**config.mk**
```make
export PLATFORM = sky130hd
export DESIGN_NAME = imem_loader
export DESIGN_NICKNAME = d
export VERILOG_FILES = /design/src/rtl/imem_loader.sv
export SDC_FILE = /design/constraint.sdc
export NUM_CORES = 1
export LEC_CHECK = 0
export CORE_AREA = 10 10 127 129
export CTS_BUF_LIST = sky130_fd_sc_hd__clkbuf_8
export DETAILED_ROUTE_END_ITERATION = 8
export DIE_AREA = 0 0 137 139
export MAX_ROUTING_LAYER = met4
export PLACE_DENSITY = 0.61
export SLEW_MARGIN = 20
export SYNTH_ARGS = -nofsm -noshare
export SYNTH_HDL_FRONTEND = slang
export SYNTH_SLANG_ARGS = --single-unit
```
**constraint.sdc**
```tcl
create_clock -name clk_i -period 3.2 [get_ports clk_i]
set_clock_uncertainty 0.2 [all_clocks]
set_input_delay 0.64 -clock clk_i [delete_from_list [all_inputs] [get_ports clk_i]]
set_output_delay 0.64 -clock clk_i [all_outputs]
set_load 0.02 [all_outputs]
```
**src/rtl/imem_loader.sv**
```systemverilog
// Loads a length-prefixed little-endian byte stream into instruction memory,
// holding the core in reset until the last word has been written.
module imem_loader #(
   parameter int          MAX_WORDS = 64,
   parameter logic [63:0] BASE_ADDR = 64'd0
) (
   input  logic        clk_i,
   input  logic        reset_i,
   input  logic        load_start_i,
   input  logic        byte_valid_i,
   input  logic [7:0]  byte_data_i,
   output logic        byte_ready_o,
   output logic        imem_we_o,
   output logic [63:0] imem_addr_o,
   output logic [31:0] imem_wdata_o,
   output logic        core_reset_o,
   output logic        done_o,
   output logic        error_o,
   output logic [15:0] words_loaded_o
);
   typedef enum logic [2:0] {S_IDLE, S_HDR0, S_HDR1, S_LOAD, S_DONE, S_ERROR} state_t;

   localparam logic [16:0] MAXW = 17'(MAX_WORDS);

   state_t      state_q, state_d;
   logic [15:0] cnt_q, cnt_d;
   logic [15:0] wl_q, wl_d;
   logic [1:0]  idx_q, idx_d;
   logic [23:0] part_q, part_d;
   logic        we_q, we_d;
   logic [63:0] addr_q, addr_d;
   logic [31:0] wdata_q, wdata_d;
   logic        core_reset_q, core_reset_d;
   logic        done_q, done_d;
   logic        error_q, error_d;
   logic        xfer;
   logic [15:0] hdr_cnt;

   assign xfer    = byte_valid_i && byte_ready_o;
   assign hdr_cnt = {byte_data_i, cnt_q[7:0]};

   always_ff @(posedge clk_i) begin
      if (reset_i) state_q <= S_IDLE;
      else         state_q <= state_d;
   end

   always_comb begin
      state_d = state_q;
      case (state_q)
         S_IDLE:  if (load_start_i) state_d = S_HDR0;
         S_HDR0:  if (xfer) state_d = S_HDR1;
         S_HDR1: begin
            if (xfer) begin
               if (hdr_cnt == 16'd0)            state_d = S_DONE;
               else if ({1'b0, hdr_cnt} > MAXW) state_d = S_ERROR;
               else                             state_d = S_LOAD;
            end
         end
         S_LOAD:  if (xfer && idx_q == 2'd3 && wl_q == cnt_q - 16'd1) state_d = S_DONE;
         S_DONE:  if (load_start_i) state_d = S_HDR0;
         S_ERROR: state_d = S_ERROR;
         default: state_d = S_IDLE;
      endcase
   end

   // Status flags are registered copies of the next state, so release lines
   // up with the final write strobe.
   always_comb begin
      byte_ready_o = (state_q == S_HDR0) || (state_q == S_HDR1) || (state_q == S_LOAD);
      cnt_d        = cnt_q;
      wl_d         = wl_q;
      idx_d        = idx_q;
      part_d       = part_q;
      we_d         = 1'b0;
      addr_d       = addr_q;
      wdata_d      = wdata_q;
      done_d       = (state_d == S_DONE);
      core_reset_d = (state_d != S_DONE);
      error_d      = (state_d == S_ERROR);
      case (state_q)
         S_HDR0: if (xfer) cnt_d = {cnt_q[15:8], byte_data_i};
         S_HDR1: begin
            if (xfer) begin
               cnt_d = hdr_cnt;
               wl_d  = 16'd0;
               idx_d = 2'd0;
            end
         end
         S_LOAD: begin
            if (xfer) begin
               idx_d  = idx_q + 2'd1;
               part_d = {byte_data_i, part_q[23:8]};
               if (idx_q == 2'd3) begin
                  we_d    = 1'b1;
                  wdata_d = {byte_data_i, part_q};
                  addr_d  = BASE_ADDR + {46'd0, wl_q, 2'b00};
                  wl_d    = wl_q + 16'd1;
               end
            end
         end
         S_DONE:  if (load_start_i) wl_d = 16'd0;
         default: ;
      endcase
   end

   always_ff @(posedge clk_i) begin
      if (reset_i) begin
         cnt_q        <= '0;
         wl_q         <= '0;
         idx_q        <= '0;
         part_q       <= '0;
         we_q         <= 1'b0;
         addr_q       <= BASE_ADDR;
         wdata_q      <= '0;
         core_reset_q <= 1'b1;
         done_q       <= 1'b0;
         error_q      <= 1'b0;
      end else begin
         cnt_q        <= cnt_d;
         wl_q         <= wl_d;
         idx_q        <= idx_d;
         part_q       <= part_d;
         we_q         <= we_d;
         addr_q       <= addr_d;
         wdata_q      <= wdata_d;
         core_reset_q <= core_reset_d;
         done_q       <= done_d;
         error_q      <= error_d;
      end
   end

   assign imem_we_o      = we_q;
   assign imem_addr_o    = addr_q;
   assign imem_wdata_o   = wdata_q;
   assign core_reset_o   = core_reset_q;
   assign done_o         = done_q;
   assign error_o        = error_q;
   assign words_loaded_o = wl_q;
endmodule

```
==> results of run 1 <==
[worst paths after layout]
path / start / to / slack [ps] / cells after the start
setup / recovery: cnt_q[0] / error_o / 320 / 9
hold reg to reg: part_q[1] / imem_wdata_o[1] / 250 / 2
hold / removal: part_q[1] / imem_wdata_o[1] / 250 / 2
setup reg to reg: cnt_q[0] / error_o / 320 / 9
[power by group]
| group | internal (mW) | total [mW] | switching [mW] |
|---|---|---|---|
| logic | 0.0916 | 0.273 | 0.181 |
| registers | 1.42 | 1.43 | 0.0165 |
| clock network | 0.695 | 1.23 | 0.537 |
| total | 2.20 | 2.94 | 0.735 |
[worst min-delay path, cell delays in order (launching register included)]
cell and delay [ps]:
dfxtp_1 310, nand2_1 50, a21oi_1 50
[logic make-up after synthesis]
family / count (synthesis) / share of synthesized area (%)
buffers and inverters: 96 / 11.2
AND/OR/NAND/NOR: 295 / 24.9
flip-flops: 113 / 43.8
multiplexers: 2 / 0.388
adder cells (fa/ha/maj): 3 / 0.728
other: 1 / 0.0727
AO/OA/AOI/OAI: 118 / 13.5
XOR/XNOR: 32 / 5.43
[per-layer routing]
metal / track usage (%) / vias up / wire length (µm)
met3: 3.99 / 19 / 852
li1: - / 2237 / -
met1: 18.0 / 2087 / 6160
met4: 6.55 / 0 / 269
met2: 22.3 / 128 / 6460
met5: - / - / 0
[cells in the mapped netlist, drive strengths merged, types with 2 or more instances]
master,n,area share [%]
o31ai,3,0.44
o41ai,2,1.1
nor2b,2,0.24
nand3b,2,0.29
buf,54,7.7
nand4,8,0.97
nor3,6,0.80
mux2i,2,0.39
o21ai,4,0.46
or4,2,0.36
nor4,5,0.73
nand2,200,15
a221oi,2,0.34
xnor2,12,2.0
inv,10,0.73
or2,3,0.36
nor3b,3,0.53
nand4b,2,0.46
nand3,7,0.68
xor2,20,3.4
or3,5,0.70
clkbuf,31,2.4
nor2,43,3.2
and3,2,0.27
dfxtp,113,44
a311oi,2,0.34
and2,2,0.24
ha,3,0.73
a21oi,96,9.3
[stage by stage]
stage          hold WS, ps  TNS, ps  instances  util (%)  power, mW
3_5_place_dp           244    -2.55        902      43.8       1.73
5_1_grt                271        0        932      46.4       3.06
3_3_place_gp           241        0        902      43.8       1.72
6_report               247        0        932      46.4       2.94
2_1_floorplan          232        0        707         -       1.71
4_1_cts                247        0        932      46.4       2.96
[registers in the layout, indices dropped and copies added (netlist names)]
signal,flops
done_o,1
imem_addr_o,16
words_loaded_o,16
part_q,24
state_q,3
cnt_q,16
idx_q,2
error_o,1
core_reset_o,1
imem_wdata_o,32
imem_we_o,1
[layout make-up]
class / count / area (µm²)
clock buffer: 22 / 303
clock inverter: 8 / 63.8
fill: 1358 / 7320
inverter: 10 / 37.5
multi-input combinational: 498 / 2500
sequential: 113 / 2260
tap: 180 / 225
timing repair buffer: 101 / 953
==> out/metrics.csv, run 1 <==
metric,value,unit
WL/cell,14.7,µm
first drt pass iteration count,5,
DRT iter0 DRCs,321,
crit start category,flop,
final estimated routing congestion in global placement,0.883,
crit path DAT,3050,ps
final instance area,0.00635,mm²
Clk Tree Root Cell,clkbuf_8,
critical path data required time,3370,ps
"Hold-fix buffers, CTS",0,
Hold Path Class,reg2reg,
ANT cells,0,
status,"finished, final reports clean",
"commonest cells after routing, fill and taps aside","199 x nand2_1, 113 x dfxtp_1, 96 x a21oi_1",
CP endpoint kind,flop,
port buffer count,80,
WP buf/inv,1,
Yosys Warn Count,0,
"Avg Cell Area, Syn",7.82,µm²
Critical-path top delay cell,or3b_4,
Crit path largest cell delay,440,ps
DRC violations left,0,
clock-pin slew on the worst setup and hold paths,60,ps
"EDFF count, synth",0,
mapped cell area,0.00516,mm²
core area,0.0137,mm²
crit-path max FO,6,
"Async S/R FF share, synth",0,%
crit path kind,reg2reg,
initial antenna violation count,0,
Final Net Count,756,
final worst slack,318,ps
PD cells,463,mW/mm²
grt ovf,0,
clock buffer count from CTS,17,
Skew-Pair Late Insertion Delay,430,ps
Die X,137,µm
Peak Freq,347,MHz
period utilization,90.1,%
share of cells above drive strength 1,9.18,%
max-cap viol count,0,
Period minus WS final,2880,ps
worst vdd ir,219,µV
FP Rows,43,
Die Area,0.0190,mm²
drt total wl,13.7,mm
Post-DP HPWL,10.2,mm
Clock Tree Buf Depth,2,
first-pass GRT wire length,22.2,mm
initial core utilization,37.8,%
TritonCTS clock tree,built,
total global-route track usage,14.8,%
"most common cell after layout, fill and taps aside",nand2_1,
RSZ-0062 raised after global routing,false,
Seq cells post-synth,113,
H-Tree Depth,4,
slew margin rel.,65.9,%
CTS sink cnt,113,
DP Worst Slack,-2.55,ps
post-CTS setup buffer count,0,
via count,4471,
Die Height,139,µm
IO Count,129,
sequential fraction of the synthesis area,43.8,%
setup violators final,0,
vias per cell,4.80,
Main synth FF type,dfxtp_1,
vias in the first global route,4338,
post-synthesis cell type count,57,
Slew @ Worst Pin,511,ps
Routed Antenna Nets,0,
crit path cell chain,inv_1 -> ha_1 -> or3b_4 -> nor3_4 -> xor2_1 -> o31ai_1 -> o21ai_2 -> o41ai_4 -> nor2b_1,
leakage power,2.33,nW
Pins Over Slew Limit,0,
post_cts resized,0,
Synth-to-Final Area Change,23.0,%
Area after DPL,0.00598,mm²
"Hold Vio Cnt, Final",0,
Cells after Synth,660,
CP top delay family,compound AO/OA/AOI/OAI gates,
largest net degree at the start of global routing,53,
(Power assumes the default switching activity.)
==> run 2: changes to the inputs <==
--- a/config.mk
+++ b/config.mk
@@ -5,6 +5,7 @@
 export SDC_FILE = /design/constraint.sdc
 export NUM_CORES = 1
 export LEC_CHECK = 0
+export CAP_MARGIN = 20
 export CORE_AREA = 10 10 127 129
 export CTS_BUF_LIST = sky130_fd_sc_hd__clkbuf_8
 export DETAILED_ROUTE_END_ITERATION = 8
==> results of run 2 <==
Same layout as run 1: the final DEF is identical, and so are final timing and power.
